==> config.mk <==
export PLATFORM = sky130hd
export DESIGN_NAME = p4_ing_policer
export DESIGN_NICKNAME = d
export VERILOG_FILES = /design/src/rtl/p4_ing_policer.sv
export SDC_FILE = /design/constraint.sdc
export NUM_CORES = 2
export LEC_CHECK = 0
export ABC_AREA = 0
export CORE_MARGIN = 4
export CORE_UTILIZATION = 33
export CTS_CLUSTER_DIAMETER = 150
export DETAILED_ROUTE_END_ITERATION = 16
export PLACE_DENSITY_LB_ADDON = 0.12
export SLEW_MARGIN = 20
export SYNTH_ARGS = -nofsm -noshare
export SYNTH_HDL_FRONTEND = slang
export SYNTH_SLANG_ARGS = --single-unit
==> constraint.sdc <==
create_clock -name clk -period 7.1 [get_ports clk]
set_clock_uncertainty 0.1 [all_clocks]
set_input_delay 1.775 -clock clk [delete_from_list [all_inputs] [get_ports clk]]
set_output_delay 1.775 -clock clk [all_outputs]
set_load 0.02 [all_outputs]
==> src/rtl/p4_ing_policer.sv <==
// p4_ing_policer: per-queue leaky-bucket ingress policer that marks (never drops) over-rate packets; ING_POLICER_DROP_COUNTERS_EN adds per-queue drop counters.
// Latency: 1 cycle through a single output register; counter reads answer 1 cycle after cnt_rd_en.
// Backpressure: s_tready = !m_tvalid || m_tready; buckets keep draining while the stage is stalled.
package p4_ing_policer_pkg;
    localparam int NUM_QSYS_TABLES_LOG = 2;
    localparam logic [NUM_QSYS_TABLES_LOG-1:0] ING_POLICER_CIR_TABLE = 2'd0;
    localparam logic [NUM_QSYS_TABLES_LOG-1:0] ING_POLICER_CBS_TABLE = 2'd1;
    localparam int QSYS_TABLE_DATALEN = 32;
    localparam int QSYS_COUNTER_WIDTH = 32;

    typedef struct packed {
        logic [7:0]  user_tag;
        logic [2:0]  prio;
        logic [2:0]  egress_port;
        logic [15:0] byte_length;
    } vnp4_wrapper_metadata_t;

    typedef struct packed {
        logic                   policer_drop_mark;
        vnp4_wrapper_metadata_t wrapper;
    } policer_metadata_t;

    localparam int VNP4_WRAPPER_METADATA_WIDTH = $bits(vnp4_wrapper_metadata_t);
    localparam int POLICER_METADATA_WIDTH      = $bits(policer_metadata_t);

    // Bucket fill level in bytes, 20.13 fixed point; CIR drain per clock is 3.13.
    typedef struct packed {
        logic [19:0] whole;
        logic [12:0] frac;
    } bucket_t;
    typedef logic [15:0] bucket_decrement_t;

    function automatic policer_metadata_t add_policer_drop_mark_to_metadata(
        input logic mark, input vnp4_wrapper_metadata_t md);
        policer_metadata_t r;
        r.policer_drop_mark = mark;
        r.wrapper           = md;
        return r;
    endfunction
endpackage

module p4_ing_policer
    import p4_ing_policer_pkg::*;
#(
    parameter int DATA_BYTES              = 8,
    parameter int NUM_EGR_PORTS           = 4,
    parameter int NUM_QUEUES_PER_EGR_PORT = 4,
    parameter int NUM_QUEUES              = NUM_EGR_PORTS*NUM_QUEUES_PER_EGR_PORT
) (
    input  logic                                   clk,
    input  logic                                   aresetn,
    input  logic [8*DATA_BYTES-1:0]                s_tdata,
    input  logic [DATA_BYTES-1:0]                  s_tkeep,
    input  logic                                   s_tlast,
    input  logic [VNP4_WRAPPER_METADATA_WIDTH-1:0] s_tuser,
    input  logic                                   s_tvalid,
    output logic                                   s_tready,
    output logic [8*DATA_BYTES-1:0]                m_tdata,
    output logic [DATA_BYTES-1:0]                  m_tkeep,
    output logic                                   m_tlast,
    output logic [POLICER_METADATA_WIDTH-1:0]      m_tuser,
    output logic                                   m_tvalid,
    input  logic                                   m_tready,
    input  logic                                   cfg_wr_en,
    input  logic [NUM_QSYS_TABLES_LOG-1:0]         cfg_select,
    input  logic [$clog2(NUM_QUEUES)-1:0]          cfg_addr,
    input  logic [QSYS_TABLE_DATALEN-1:0]          cfg_wr_data,
    input  logic                                   cnt_rd_en,
    input  logic                                   cnt_rd_clear,
    input  logic [$clog2(NUM_QUEUES)-1:0]          cnt_rd_queue,
    output logic [QSYS_COUNTER_WIDTH-1:0]          cnt_rd_data,
    output logic                                   cnt_rd_valid
);
    localparam int QW = $clog2(NUM_QUEUES);

    bucket_t           r_bucket [NUM_QUEUES];
    bucket_decrement_t r_cir    [NUM_QUEUES];
    logic [19:0]       r_cbs    [NUM_QUEUES];

    logic              r_sop;
    logic              r_mark;
    logic [8*DATA_BYTES-1:0] r_m_tdata;
    logic [DATA_BYTES-1:0]   r_m_tkeep;
    logic                    r_m_tlast;
    policer_metadata_t       r_m_tuser;
    logic                    r_m_tvalid;
    logic                    r_cnt_rd_valid;

    vnp4_wrapper_metadata_t w_in_md;
    logic [QW-1:0]     w_q;
    logic              w_port_ok;
    logic              w_xfer;
    logic              w_sop_xfer;
    bucket_t           w_b_cur;
    logic [19:0]       w_thr;
    logic              w_over;
    logic              w_dec_mark;
    logic              w_dec_charge;
    logic              w_charge;
    logic              w_mark;
    logic              w_cir_wr;
    logic              w_cbs_wr;
    bucket_t           w_drained [NUM_QUEUES];
    logic [33:0]       w_sum;
    bucket_t           w_charged;
    logic              w_unused_cfg;

    assign w_in_md    = s_tuser;
    assign w_port_ok  = int'(w_in_md.egress_port) < NUM_EGR_PORTS;
    assign w_q        = QW'(w_in_md.egress_port) * QW'(NUM_QUEUES_PER_EGR_PORT)
                      + QW'(w_in_md.prio & 3'(NUM_QUEUES_PER_EGR_PORT-1));
    assign s_tready   = !r_m_tvalid || m_tready;
    assign w_xfer     = s_tvalid && s_tready;
    assign w_sop_xfer = w_xfer && r_sop;

    assign w_b_cur = r_bucket[w_q];
    assign w_thr   = r_cbs[w_q];
    assign w_over  = ({1'b0, w_b_cur.whole} + {5'b0, w_in_md.byte_length}) > {1'b0, w_thr};

    always_comb begin
        w_dec_mark   = 1'b0;
        w_dec_charge = 1'b0;
        if (!w_port_ok) begin
            w_dec_mark = 1'b1;
        end else if (w_thr != '0) begin
            if (w_over) w_dec_mark   = 1'b1;
            else        w_dec_charge = 1'b1;
        end
    end

    assign w_charge = w_sop_xfer && w_dec_charge;
    assign w_mark   = r_sop ? w_dec_mark : r_mark;

    always_comb begin
        for (int i = 0; i < NUM_QUEUES; i++) begin
            w_drained[i] = (r_bucket[i] > 33'(r_cir[i])) ? r_bucket[i] - 33'(r_cir[i]) : '0;
        end
    end

    // Adding whole bytes never touches the fraction; overflow pins the whole part.
    assign w_sum     = {1'b0, w_drained[w_q]} + {5'b0, w_in_md.byte_length, 13'b0};
    assign w_charged = w_sum[33] ? {20'hFFFFF, w_sum[12:0]} : w_sum[32:0];

    assign w_cir_wr     = cfg_wr_en && (cfg_select == ING_POLICER_CIR_TABLE);
    assign w_cbs_wr     = cfg_wr_en && (cfg_select == ING_POLICER_CBS_TABLE);
    assign w_unused_cfg = ^cfg_wr_data[QSYS_TABLE_DATALEN-1:20];

    always_ff @(posedge clk or negedge aresetn) begin
        if (!aresetn) begin
            for (int i = 0; i < NUM_QUEUES; i++) begin
                r_bucket[i] <= '0;
                r_cir[i]    <= '0;
                r_cbs[i]    <= '0;
            end
        end else begin
            for (int i = 0; i < NUM_QUEUES; i++) begin
                if (w_cir_wr && cfg_addr == QW'(i)) r_cir[i] <= cfg_wr_data[15:0];
                if (w_cbs_wr && cfg_addr == QW'(i)) r_cbs[i] <= cfg_wr_data[19:0];
                if (w_cbs_wr && cfg_addr == QW'(i))
                    r_bucket[i] <= '0;
                else if (w_charge && w_q == QW'(i))
                    r_bucket[i] <= w_charged;
                else
                    r_bucket[i] <= w_drained[i];
            end
        end
    end

    always_ff @(posedge clk or negedge aresetn) begin
        if (!aresetn) begin
            r_sop      <= 1'b1;
            r_mark     <= 1'b0;
            r_m_tdata  <= '0;
            r_m_tkeep  <= '0;
            r_m_tlast  <= 1'b0;
            r_m_tuser  <= '0;
            r_m_tvalid <= 1'b0;
        end else if (w_xfer) begin
            r_sop      <= s_tlast;
            r_mark     <= w_mark;
            r_m_tdata  <= s_tdata;
            r_m_tkeep  <= s_tkeep;
            r_m_tlast  <= s_tlast;
            r_m_tuser  <= add_policer_drop_mark_to_metadata(w_mark, w_in_md);
            r_m_tvalid <= 1'b1;
        end else if (m_tready) begin
            r_m_tvalid <= 1'b0;
        end
    end

    assign m_tdata  = r_m_tdata;
    assign m_tkeep  = r_m_tkeep;
    assign m_tlast  = r_m_tlast;
    assign m_tuser  = r_m_tuser;
    assign m_tvalid = r_m_tvalid;

    always_ff @(posedge clk or negedge aresetn) begin
        if (!aresetn) r_cnt_rd_valid <= 1'b0;
        else          r_cnt_rd_valid <= cnt_rd_en;
    end
    assign cnt_rd_valid = r_cnt_rd_valid;

`ifdef ING_POLICER_DROP_COUNTERS_EN
    logic [QSYS_COUNTER_WIDTH-1:0] r_cnt [NUM_QUEUES];
    logic [QSYS_COUNTER_WIDTH-1:0] r_cnt_rd_data;
    logic [QW-1:0]                 w_cnt_q;
    logic                          w_cnt_inc;

    // Out-of-range egress ports are accounted against the last queue.
    assign w_cnt_q   = w_port_ok ? w_q : QW'(NUM_QUEUES-1);
    assign w_cnt_inc = w_sop_xfer && w_dec_mark;

    always_ff @(posedge clk or negedge aresetn) begin
        if (!aresetn) begin
            for (int i = 0; i < NUM_QUEUES; i++) r_cnt[i] <= '0;
            r_cnt_rd_data <= '0;
        end else begin
            for (int i = 0; i < NUM_QUEUES; i++) begin
                if (cnt_rd_en && cnt_rd_clear && cnt_rd_queue == QW'(i))
                    r_cnt[i] <= (w_cnt_inc && w_cnt_q == QW'(i)) ? QSYS_COUNTER_WIDTH'(1) : '0;
                else if (w_cnt_inc && w_cnt_q == QW'(i) && r_cnt[i] != '1)
                    r_cnt[i] <= r_cnt[i] + 1'b1;
            end
            if (cnt_rd_en) r_cnt_rd_data <= r_cnt[cnt_rd_queue];
        end
    end
    assign cnt_rd_data = r_cnt_rd_data;
`else
    logic w_unused_cnt;
    assign w_unused_cnt = ^{cnt_rd_clear, cnt_rd_queue};
    assign cnt_rd_data  = '0;
`endif
endmodule

==> out/qor.txt <==
Synth Cell Area: 75200 um^2
die width: 485 um
Worst EP arrival: 7.87 ns
vias per std cell: 5.75
total gr overflow: 0
crit path buf inv count: 9
Core Region: 226000 um^2
top fanout value on the critical path: 7
violated checks: negative setup slack
HPWL after DPL: 267000 um
Worst Hold Class: reg -> reg
die area: 236000 um^2
Seq/Total Area, Yosys: 40.3%
final core occ: 42.3%
met3 routed WL: 34000 um
Max-slew headroom: 12.7%
# port buffers: 241
min Tclk post-route: 7.23 ns
final setup fails: 67
CP max-delay cell: mux4_2
slowest stage delay, CP: 0.60 ns
syn_area_per_cell: 8.97 um^2
Clock Tree Buf Depth: 3
vias in the first global route: 68500
Sequential Power Share: 25.2%
combinational power share: 56.0%
max_cap viols: 0
gp weighted congestion: 1.08
status: finished, violations left
final worst slack: -0.128 ns
clock power share: 18.8%
DR vias: 71300
TritonCTS buffer count: 152
critical path's top delay family: buffers and inverters
Worst-path clk slew: 0.06 ns
first-pass GRT wire length: 514000 um
Layout Area Growth over Synthesis: 26.9%
RSZ-0062 raised after global routing: true
Int Pwr: 23.5 mW
Gate Count Post-Synth: 8390
drt first-iter violations: 7897
CTS tree: yes
commonest cells after routing, fill and taps aside: nand2_1, dfrtp_1, buf_4
share of cells above drive strength 1: 21.2%
final wirelength: 368000 um
Wirelength per Cell: 29.7 um
initial antenna violation count: 48
DR WL met2: 156000 um
number of flops mapped to enable cells by yosys: 0
Final Hold Fails: 0
Cell Rows: 174
type of origin of the critical path: input port
DRC viols: 0
final net count: 9748
number of synthesized register bits: 1211
final period utilization: 102%
Chip Height: 485 um
fillers: 22300
Initial Util: 33.3%
CP required: 7.74 ns
Synth async-reset ratio: 100%
Leakage: 42.9 nW
WL met1: 158000 um
CTS Root Cell: clkbuf_16
DP Worst Slack: -1.40 ns
critical path capture point type: register
Net Sw Power: 20.4 mW
DRT antenna net count: 0
CP Class: in -> reg
Max IR drop VDD: 0.346 mV
later-pin clock latency in the skew report: 0.88 ns
commonest non-fill, non-tap cell in the layout: nand2_1
max layer used: met5
Fmax: 0.138 GHz
worst-margin pin slew: 1.31 ns
Tot GR Track Use: 30.1%
IO Pins: 291
YS warnings: 0
largest net degree at the start of global routing: 171
H-Tree Depth: 4
Synth Flop Type: dfrtp_1
First-pass DRT Iterations: 9
max-slew violations: 0
Power, Total: 43.9 mW
Power Density: 460 nW/um^2
clock sink count: 1211
Distinct cells, synth: 96
sw frac: 46.5%
[state kept, by name, indices dropped and copies added, names as in the netlist]
| name | flops |
|---|---|
| m_tlast | 1 |
| m_tdata | 64 |
| r_mark | 1 |
| m_tvalid | 1 |
| r_sop | 1 |
| m_tuser | 30 |
| cnt_rd_valid | 1 |
| r_cir | 256 |
| r_cbs | 320 |
| r_bucket | 528 |
| m_tkeep | 8 |
[worst min-delay path: cells and delay by family (launching register included)]
kind	cells	cell delay (ns)
flip-flops	1	0.37
AND/OR/NAND/NOR	2	0.10
[cell families (layout without fill, tap and decap cells)]
kind of cell             Yosys count  count (layout)  synth area share (%)
other                              1              49               0.00499
adder cells (fa/ha/maj)          327             327                  5.62
buffers and inverters            855            1824                  4.45
XOR/XNOR                         452             452                  5.26
multiplexers                     428             428                  9.90
AO/OA/AOI/OAI                   1693            1693                  14.3
flip-flops                      1211            1211                  40.3
AND/OR/NAND/NOR                 3423            3423                  20.2
[final timing paths]
kind                            slack, ns  cells after the start           from       endpoint
worst max-delay path                -0.13                     30    s_tuser[19]  r_bucket[426]
worst min-delay path                 0.36                      2          r_sop          r_sop
worst max register to register       0.14                     29  r_bucket[298]  r_bucket[196]
max in group asynchronous            4.64                      2        aresetn     r_cbs[249]
min in group asynchronous            0.76                      1        aresetn      r_cir[71]
worst min register to register       0.36                      2          r_sop          r_sop
[area by class of cell]
type	instances	area [um^2]	area share [%]
Multi-Input combinational cell	6355	43600	45.6
Timing Repair Buffer	1184	11100	11.7
Inverter	365	1370	1.44
Antenna cell	17	42.5	0.0446
Clock inverter	57	918	0.962
Tap cell	2992	3740	3.92
Sequential cell	1211	30300	31.7
Clock buffer	218	4390	4.60
[metrics by stage]
step                hold WS, ns  instances  setup TNS (ns)  cell area (um^2)
floorplan                 0.339       8421         -253.50             76400
global placement          0.349      12000         -378.19             87500
detailed placement        0.349      12000         -384.48             87500
CTS                       0.361      12300               0             93200
global route              0.387      12400          -21.19             95400
finish                    0.361      12400           -1.72             95500
[power by group through the flow]
stage | clock network (mW) | logic [mW] | registers (mW)
after floorplan | 0 | 12.9 | 10.2
after global placement | 0 | 22.9 | 11.0
after detailed placement | 0 | 23.0 | 11.0
after CTS | 8.45 | 23.2 | 10.9
after global routing | 8.71 | 26.0 | 11.2
final | 8.27 | 24.6 | 11.1
[routing by layer]
metal  vias to the layer above  track usage (%)
met3                       741             6.51
li1                      31200                -
met4                        10             13.6
met5                         -                0
met2                      3545             44.5
met1                     35800             42.3
[what timing repair did]
item,4_1_cts,5_1_grt
gates resized for setup,53,336
hold buffers,0,0
endpoints found under the setup margin,320,320
buffers inserted,8,58
pin swaps,11,71
gates cloned,4,29
[Yosys cell counts, types with 19 or more instances]
master / number / area [um^2]
nand2b_1: 136 / 851
a21oi_1: 439 / 2200
nor2b_1: 42 / 263
o41ai_1: 19 / 166
mux4_2: 235 / 5290
or4_1: 55 / 413
xor2_1: 218 / 1910
nand4_1: 66 / 413
nand3_1: 123 / 616
a31oi_1: 95 / 594
o21a_1: 48 / 360
a221oi_1: 55 / 482
nand2_1: 1725 / 6470
buf_1: 31 / 116
nor3_1: 172 / 861
o211ai_1: 71 / 533
and2_1: 40 / 250
or3_1: 104 / 651
nor4_1: 93 / 582
mux2_2: 178 / 2000
and3_1: 28 / 175
a21o_1: 87 / 653
clkbuf_1: 419 / 1570
buf_4: 33 / 248
o21bai_1: 28 / 210
o21ai_0: 465 / 2330
a211oi_1: 113 / 848
inv_1: 362 / 1360
or2_2: 34 / 213
ha_1: 309 / 3870
nor2_1: 727 / 2730
xnor2_1: 234 / 2050
o31ai_1: 49 / 368
dfrtp_1: 1210 / 30300
(Power assumes the default switching activity.)
